## src/rtl/chip8_pkg.sv

```systemverilog
// chip8_pkg: shared definitions for the CHIP-8 instruction fetch stage.
//   ADDR_W        byte address width (4 KiB address space)
//   RESET_PC      program counter after reset (CHIP-8 program start)
//   fetch_state_t fetch sequencer states
//   opcode_t      16-bit big-endian CHIP-8 opcode
package chip8_pkg;

  localparam int ADDR_W = 12;
  localparam logic [ADDR_W-1:0] RESET_PC = 12'h200;

  typedef enum logic [2:0] {
    REQ_HI  = 3'd0,
    WAIT_HI = 3'd1,
    REQ_LO  = 3'd2,
    WAIT_LO = 3'd3,
    VALID   = 3'd4
  } fetch_state_t;

  typedef logic [15:0] opcode_t;

endpackage

```

## src/rtl/fetch_prefetch_buf.sv

```systemverilog
// fetch_prefetch_buf: one-entry holding buffer for an opcode fetched ahead
// of the decoder (used only when FETCH_PREFETCH_EN is defined).
// Ports:
//   clk, rst_n            clock, asynchronous active-low reset
//   push_i                write push_op_i/push_pc_i into the entry, mark full
//   pop_i                 entry consumed, mark empty
//   flush_i               discard the entry (wins over push/pop)
//   full_o                entry holds a valid opcode
//   op_o, pc_o            stored opcode and the address of its high byte
module fetch_prefetch_buf
  import chip8_pkg::*;
#(
  parameter int PC_W = 12
) (
  input  logic            clk,
  input  logic            rst_n,
  input  logic            push_i,
  input  logic            pop_i,
  input  logic            flush_i,
  input  opcode_t         push_op_i,
  input  logic [PC_W-1:0] push_pc_i,
  output logic            full_o,
  output opcode_t         op_o,
  output logic [PC_W-1:0] pc_o
);

  logic            full_q;
  opcode_t         op_q;
  logic [PC_W-1:0] pc_q;

  always_ff @(posedge clk or negedge rst_n) begin
    if (!rst_n) begin
      full_q <= 1'b0;
      op_q   <= '0;
      pc_q   <= '0;
    end else begin
      if (flush_i)     full_q <= 1'b0;
      else if (push_i) full_q <= 1'b1;
      else if (pop_i)  full_q <= 1'b0;
      if (push_i && !flush_i) begin
        op_q <= push_op_i;
        pc_q <= push_pc_i;
      end
    end
  end

  assign full_o = full_q;
  assign op_o   = op_q;
  assign pc_o   = pc_q;

endmodule

```

## src/rtl/fetch_unit.sv

```systemverilog
// fetch_unit: CHIP-8 instruction fetch stage. Holds the PC, reads the high
// byte at PC and the low byte at PC+1 from the byte-wide memory read port,
// and presents the big-endian opcode to the decoder.
// Configuration macro: FETCH_PREFETCH_EN compiles in a one-entry prefetch
// buffer so the next opcode is fetched while the current one waits.
// Ports:
//   clk, rst_n                  clock, asynchronous active-low reset
//   mem_read, mem_read_addr     one-cycle read strobe and byte address
//   mem_read_data, mem_read_ack returned byte, ack one cycle after mem_read
//   op_valid, op, op_pc         fetched opcode and address of its high byte
//   op_ready                    decoder accepts op when op_valid=1
//   pc_load, pc_load_addr       redirect, highest priority
//   dbg_state                   current sequencer state (observation only)
// Handshake: an opcode transfers on a rising edge where op_valid and
// op_ready are both 1; op/op_pc stay stable while op_valid=1 and op_ready=0.
module fetch_unit #(
  parameter int                ADDR_W   = chip8_pkg::ADDR_W,
  parameter logic [ADDR_W-1:0] RESET_PC = chip8_pkg::RESET_PC
) (
  input  logic                   clk,
  input  logic                   rst_n,
  output logic                   mem_read,
  output logic [ADDR_W-1:0]      mem_read_addr,
  input  logic [7:0]             mem_read_data,
  input  logic                   mem_read_ack,
  output logic                   op_valid,
  output logic [15:0]            op,
  output logic [ADDR_W-1:0]      op_pc,
  input  logic                   op_ready,
  input  logic                   pc_load,
  input  logic [ADDR_W-1:0]      pc_load_addr,
  output chip8_pkg::fetch_state_t dbg_state
);

  import chip8_pkg::*;

  fetch_state_t      state_q, state_d;
  logic [ADDR_W-1:0] pc_q, pc_d;
  logic [ADDR_W-1:0] op_pc_q, op_pc_d;
  logic [7:0]        hi_q, hi_d;
  opcode_t           op_q, op_d;
  logic              op_valid_q, op_valid_d;
  logic              accept;

`ifdef FETCH_PREFETCH_EN
  logic              buf_push, buf_pop, buf_flush, buf_full;
  opcode_t           buf_op;
  logic [ADDR_W-1:0] buf_pc;

  fetch_prefetch_buf #(.PC_W(ADDR_W)) u_buf (
    .clk       (clk),
    .rst_n     (rst_n),
    .push_i    (buf_push),
    .pop_i     (buf_pop),
    .flush_i   (buf_flush),
    .push_op_i ({hi_q, mem_read_data}),
    .push_pc_i (pc_q),
    .full_o    (buf_full),
    .op_o      (buf_op),
    .pc_o      (buf_pc)
  );
`endif

  assign accept = op_valid_q & op_ready;

  always_ff @(posedge clk or negedge rst_n) begin
    if (!rst_n) begin
      state_q    <= REQ_HI;
      pc_q       <= RESET_PC;
      op_pc_q    <= '0;
      hi_q       <= '0;
      op_q       <= '0;
      op_valid_q <= 1'b0;
    end else begin
      state_q    <= state_d;
      pc_q       <= pc_d;
      op_pc_q    <= op_pc_d;
      hi_q       <= hi_d;
      op_q       <= op_d;
      op_valid_q <= op_valid_d;
    end
  end

  always_comb begin
    state_d    = state_q;
    pc_d       = pc_q;
    op_pc_d    = op_pc_q;
    hi_d       = hi_q;
    op_d       = op_q;
    op_valid_d = op_valid_q & ~accept;
`ifdef FETCH_PREFETCH_EN
    buf_push   = 1'b0;
    buf_pop    = 1'b0;
    buf_flush  = 1'b0;
`endif
    case (state_q)
      REQ_HI:  state_d = WAIT_HI;
      WAIT_HI: begin
        if (mem_read_ack) begin
          hi_d    = mem_read_data;
          state_d = REQ_LO;
        end
      end
      REQ_LO:  state_d = WAIT_LO;
      WAIT_LO: begin
        if (mem_read_ack) begin
          pc_d = pc_q + ADDR_W'(2);
`ifdef FETCH_PREFETCH_EN
          // Deliver straight to the output slot when it is free (or being
          // freed this cycle); otherwise park it and stall the sequencer.
          if (!op_valid_q || accept) begin
            op_d       = {hi_q, mem_read_data};
            op_pc_d    = pc_q;
            op_valid_d = 1'b1;
            state_d    = REQ_HI;
          end else begin
            buf_push = 1'b1;
            state_d  = VALID;
          end
`else
          op_d       = {hi_q, mem_read_data};
          op_pc_d    = pc_q;
          op_valid_d = 1'b1;
          state_d    = VALID;
`endif
        end
      end
      VALID: begin
`ifdef FETCH_PREFETCH_EN
        // Output slot and buffer both full: on accept the buffered opcode
        // moves up with no bubble and fetching resumes next cycle.
        if (accept) begin
          op_d       = buf_op;
          op_pc_d    = buf_pc;
          op_valid_d = buf_full;
          buf_pop    = 1'b1;
          state_d    = REQ_HI;
        end
`else
        if (accept) state_d = REQ_HI;
`endif
      end
      default: state_d = REQ_HI;
    endcase

    // Redirect overrides everything; an in-flight byte is dropped because
    // REQ_HI never looks at mem_read_ack.
    if (pc_load) begin
      pc_d       = pc_load_addr;
      state_d    = REQ_HI;
      op_valid_d = 1'b0;
`ifdef FETCH_PREFETCH_EN
      buf_flush  = 1'b1;
`endif
    end
  end

  // Reset state is REQ_HI, so the strobe is gated to stay low during reset.
  assign mem_read      = rst_n & ((state_q == REQ_HI) | (state_q == REQ_LO));
  assign mem_read_addr = !rst_n ? '0 :
                         (state_q == REQ_LO) ? pc_q + ADDR_W'(1) : pc_q;
  assign op_valid      = op_valid_q;
  assign op            = op_q;
  assign op_pc         = op_pc_q;
  assign dbg_state     = state_q;

endmodule
```

## config.mk

```make
export PLATFORM = sky130hd
export DESIGN_NAME = fetch_unit
export DESIGN_NICKNAME = d
export VERILOG_FILES = /design/src/rtl/chip8_pkg.sv /design/src/rtl/fetch_prefetch_buf.sv /design/src/rtl/fetch_unit.sv
export SDC_FILE = /design/constraint.sdc
export NUM_CORES = 1
export LEC_CHECK = 0
export CORE_MARGIN = 5
export CORE_UTILIZATION = 48
export DETAILED_ROUTE_END_ITERATION = 10
export PLACE_DENSITY = 0.82
export SLEW_MARGIN = 25
export SYNTH_ARGS = -nofsm -noshare
export SYNTH_HDL_FRONTEND = slang
export SYNTH_SLANG_ARGS = --single-unit
```

## constraint.sdc

```tcl
create_clock -name clk -period 2.49 [get_ports clk]
set_input_delay 0.498 -clock clk [delete_from_list [all_inputs] [get_ports clk]]
set_output_delay 0.498 -clock clk [all_outputs]
set_load 0.02 [all_outputs]
```

==> results of run 1 <==
## synthesized netlist by cell type, types with 2 or more instances
cell       count  area share [%]
dfrtp_1       51              50
mux2_2        35              15
nand2_1       19             2.8
or4_1         10             2.9
o21ai_0        9             1.8
a21oi_1        8             1.6
buf_2          8             1.6
o31ai_1        7             2.1
nand3_1        6             1.2
nor2_1         6            0.88
a31oi_1        4            0.98
clkbuf_1       4            0.59
mux2i_1        4             1.6
inv_1          3            0.44
nand2b_1       3            0.74
nand4bb_1      3             1.3
o211ai_1       3            0.88
xor2_1         3             1.0
a211oi_1       2            0.59
and2_1         2            0.49
buf_6          2            0.88
clkinv_1       2            0.29
ha_1           2            0.98
nand4_1        2            0.49
nor2b_1        2            0.49
nor3_1         2            0.39
nor3b_1        2            0.59
nor4_1         2            0.49
or3_2          2            0.59
## cells by family (layout without fill, tap and decap cells)
group	Yosys count	in the layout	synth area share, %
xor+xnor	4	4	1.375
compound gates	38	38	9.577
simple gates	69	69	16.11
flops	52	52	51.13
buf+inv	19	118	3.782
fa+ha+maj	2	2	0.9822
mux	39	39	17.04
## layout make-up
class / instances / area [sq um] / share of cell area, %
flip-flops and latches: 52 / 1304 / 35.56
well taps: 70 / 87.58 / 2.389
repair buffers: 105 / 935.9 / 25.53
clock buffers: 7 / 76.32 / 2.082
inverters: 5 / 18.77 / 0.5119
clock inverters: 1 / 30.03 / 0.8191
multi-input cells: 152 / 1214 / 33.11
## final timing paths
path                       cells past startpoint          endpoint          from  slack, ns
hold reg to reg                                2         op_pc[10]     op_pc[10]       0.49
hold / removal                                 2          pc_q[11]         rst_n       0.17
min in group clk                               2         op_pc[10]     op_pc[10]       0.49
setup reg to reg                               5           pc_q[8]  dbg_state[2]       0.73
max in group asynchronous                      3      dbg_state[1]         rst_n       1.60
setup / recovery                               5  mem_read_addr[3]  dbg_state[0]       0.02
## what timing repair did
action,in CTS,in global routing
resized for setup,40,17
buffers inserted,0,2
hold buffers,0,0
pin swaps,1,2
endpoints found under the setup margin,12,10
hold endpoints to repair,0,0
## where the power goes
group          total [mW]  switching, mW  internal (mW)
sequential           1.22          0.130           1.09
combinational        1.17          0.546          0.619
clock               0.561          0.260          0.301
total                2.94          0.936           2.01
## worst max-delay path, stage by stage, from the launching register on
cell,delay [ns]
dfrtp_1,0.43
nand4bb_4,0.28
buf_4,0.17
or3_2,0.40
a21oi_1,0.21
buf_4,0.18
## routing by layer
layer / track usage [%] / wire length, um / vias up
met5: 0 / 0 / -
met4: 3.269 / 46 / 0
met3: 6.634 / 528 / 5
met2: 32.43 / 3237 / 77
met1: 24.06 / 2692 / 1080
li1: - / - / 1017
## flip-flops by register name (all words and copies together), names as in the netlist
register,flops
op,16
dbg_state,3
op_valid,1
hi_q,8
op_pc,12
pc_q,12
## stage by stage
step | utilization, % | hold WS (ns) | power (mW) | worst slack, ns
final | 71.32 | 0.1666 | 2.941 | 0.01634
after global routing | 71.32 | 0.1802 | 3.104 | -0.04986
after CTS | 70.91 | 0.1714 | 2.962 | -0.08384
after detailed placement | 68.31 | 0.4704 | 2.402 | -0.1891
after global placement | 68.31 | 0.4661 | 2.365 | -0.1854
after floorplan | - | 0.2024 | 1.785 | 0.1829
## layout by cell type (no fill, tap or decap), types with 2 or more instances in the layout
| master | instances |
|---|---|
| a211oi_1 | 2 |
| a21oi_1 | 6 |
| a21oi_2 | 2 |
| a31oi_1 | 4 |
| and2_1 | 2 |
| buf_2 | 5 |
| buf_4 | 40 |
| clkbuf_1 | 2 |
| clkbuf_8 | 5 |
| clkdlybuf4s50_1 | 56 |
| clkinv_1 | 2 |
| dfrtp_1 | 50 |
| dlygate4sd2_1 | 2 |
| ha_2 | 2 |
| inv_1 | 3 |
| mux2_2 | 35 |
| mux2i_1 | 4 |
| nand2_1 | 18 |
| nand2b_1 | 3 |
| nand3_1 | 6 |
| nand4_1 | 2 |
| nand4bb_4 | 2 |
| nor2_1 | 6 |
| nor2b_1 | 2 |
| nor3_1 | 2 |
| nor4_2 | 2 |
| o211ai_1 | 3 |
| o21ai_0 | 9 |
| o31ai_1 | 7 |
| or3_2 | 2 |
| or4_1 | 10 |
| xor2_1 | 3 |
==> metrics.md, run 1 <==
| Metric | Value |
|---|---|
| First-pass DRT Iterations | `4` |
| Sum of negative setup slack | `0 ns` |
| Core area | `0.005140 sq mm` |
| Ys flop type | `dfrtp_1` |
| Status | `complete, no violations` |
| # H-tree levels | `2` |
| Critical Path RT | `1.99 ns` |
| Synth Net Count | `250` |
| Root Driver | `clkbuf_8` |
| Per-cell routed wire length | `16.59 um` |
| Die width | `between 80 and 90 um` |
| TritonCTS buffer count | `5` |
| DP HPWL | `around 4800 um` |
| Post-route cell area | `0.003666 sq mm` |
| Vias in the first global route | `around 2,200` |
| Cell Pwr Density | `802.4 mW/mm^2` |
| Cell variety after synth | `44` |
| Mean Syn Cell Area | `11.42 sq um` |
| LEAKAGE | `1.538 nW` |
| CP Class | `register to output pin` |
| Arr. time, crit path | `1.98 ns` |
| Initial drt markers | `121` |
| Placer Congestion | `0.8176` |
| Post-synth EDFFs | `0` |
| VDD IR max | `~0.67 mV` |
| Post-route DRC | `0` |
| Worst-margin pin slew | `between 0.4 and 0.5 ns` |
| Final #Nets | `348` |
| Port buffer count | `69` |
| CP Launch Type | `register` |
| Clock slew at reported path FFs | `0.09 ns` |
| HP Class | `input pin to async pin` |
| Final cycle utilization of the critical path | `99.34%` |
| DR vias | `2,179` |
| Synth-to-layout area growth | `43.91%` |
| Seq/Total Area, Yosys | `51.13%` |
| Via-per-instance ratio | `5.559` |
| Die span in y | `82.85 um` |
| First-pass GRT wire length | `10,920 um` |
| Final global-route overflow total | `0` |
| Crit end category | `output pin` |
| Cells after Synth | `around 220` |
| Clk sinks | `52` |
| Layout Cells excl Fill | `392` |
| Die ar. | `0.006864 sq mm` |
| Count of boundary I/O pins | `70` |
| Inserted Diodes | `0` |
| Clock tree buffer depth | `2` |
| Insertion delay to the later sink of the worst-skew pair | `0.30 ns` |
| FF+latch count, synth | `52` |
| Yosys warns | `0` |
| Share of cells above drive strength 1 | `32.61%` |
| FP Rows | `26` |
| Final Max Tran Viols | `0` |
| Max_cap viols | `0` |
| Initial antenna violation count | `0` |
| Initial Utilization | `between 40% and 50%` |
| Final Hold Vio Count | `0` |
| Total Routed Length | `6505 um` |
| Placed Cells incl. Taps | `382` |
| Synthesized area | `between 0.002 and 0.003 sq mm` |
| Final setup fails | `0` |
| Fill count | `389` |
| Final Skew | `0.005050 ns` |
| Post-DRT Antenna Nets | `0` |
| Slew margin rel. | `a little over two thirds` |
| Fin crit period | `2.474 ns` |
| Synth async-reset ratio | `100.0%` |
| Maximum fanout along the worst path | `6` |
| FMAX | `404.3 MHz` |
| Area after DPL | `0.003511 sq mm` |
| Largest net degree at the start of global routing | `37` |
| CTS tree | `built` |
| GRT Util Overall | `19.16%` |
| RSZ-0062 raised after global routing | `true` |
Note: power is estimated with default switching activity, not from simulation.
==> inputs of run 2 (changes only) <==
Settings changed: SLEW_MARGIN 25 to 15.
==> results of run 2 <==
Final layout, timing and power as in run 1 (identical DEF).
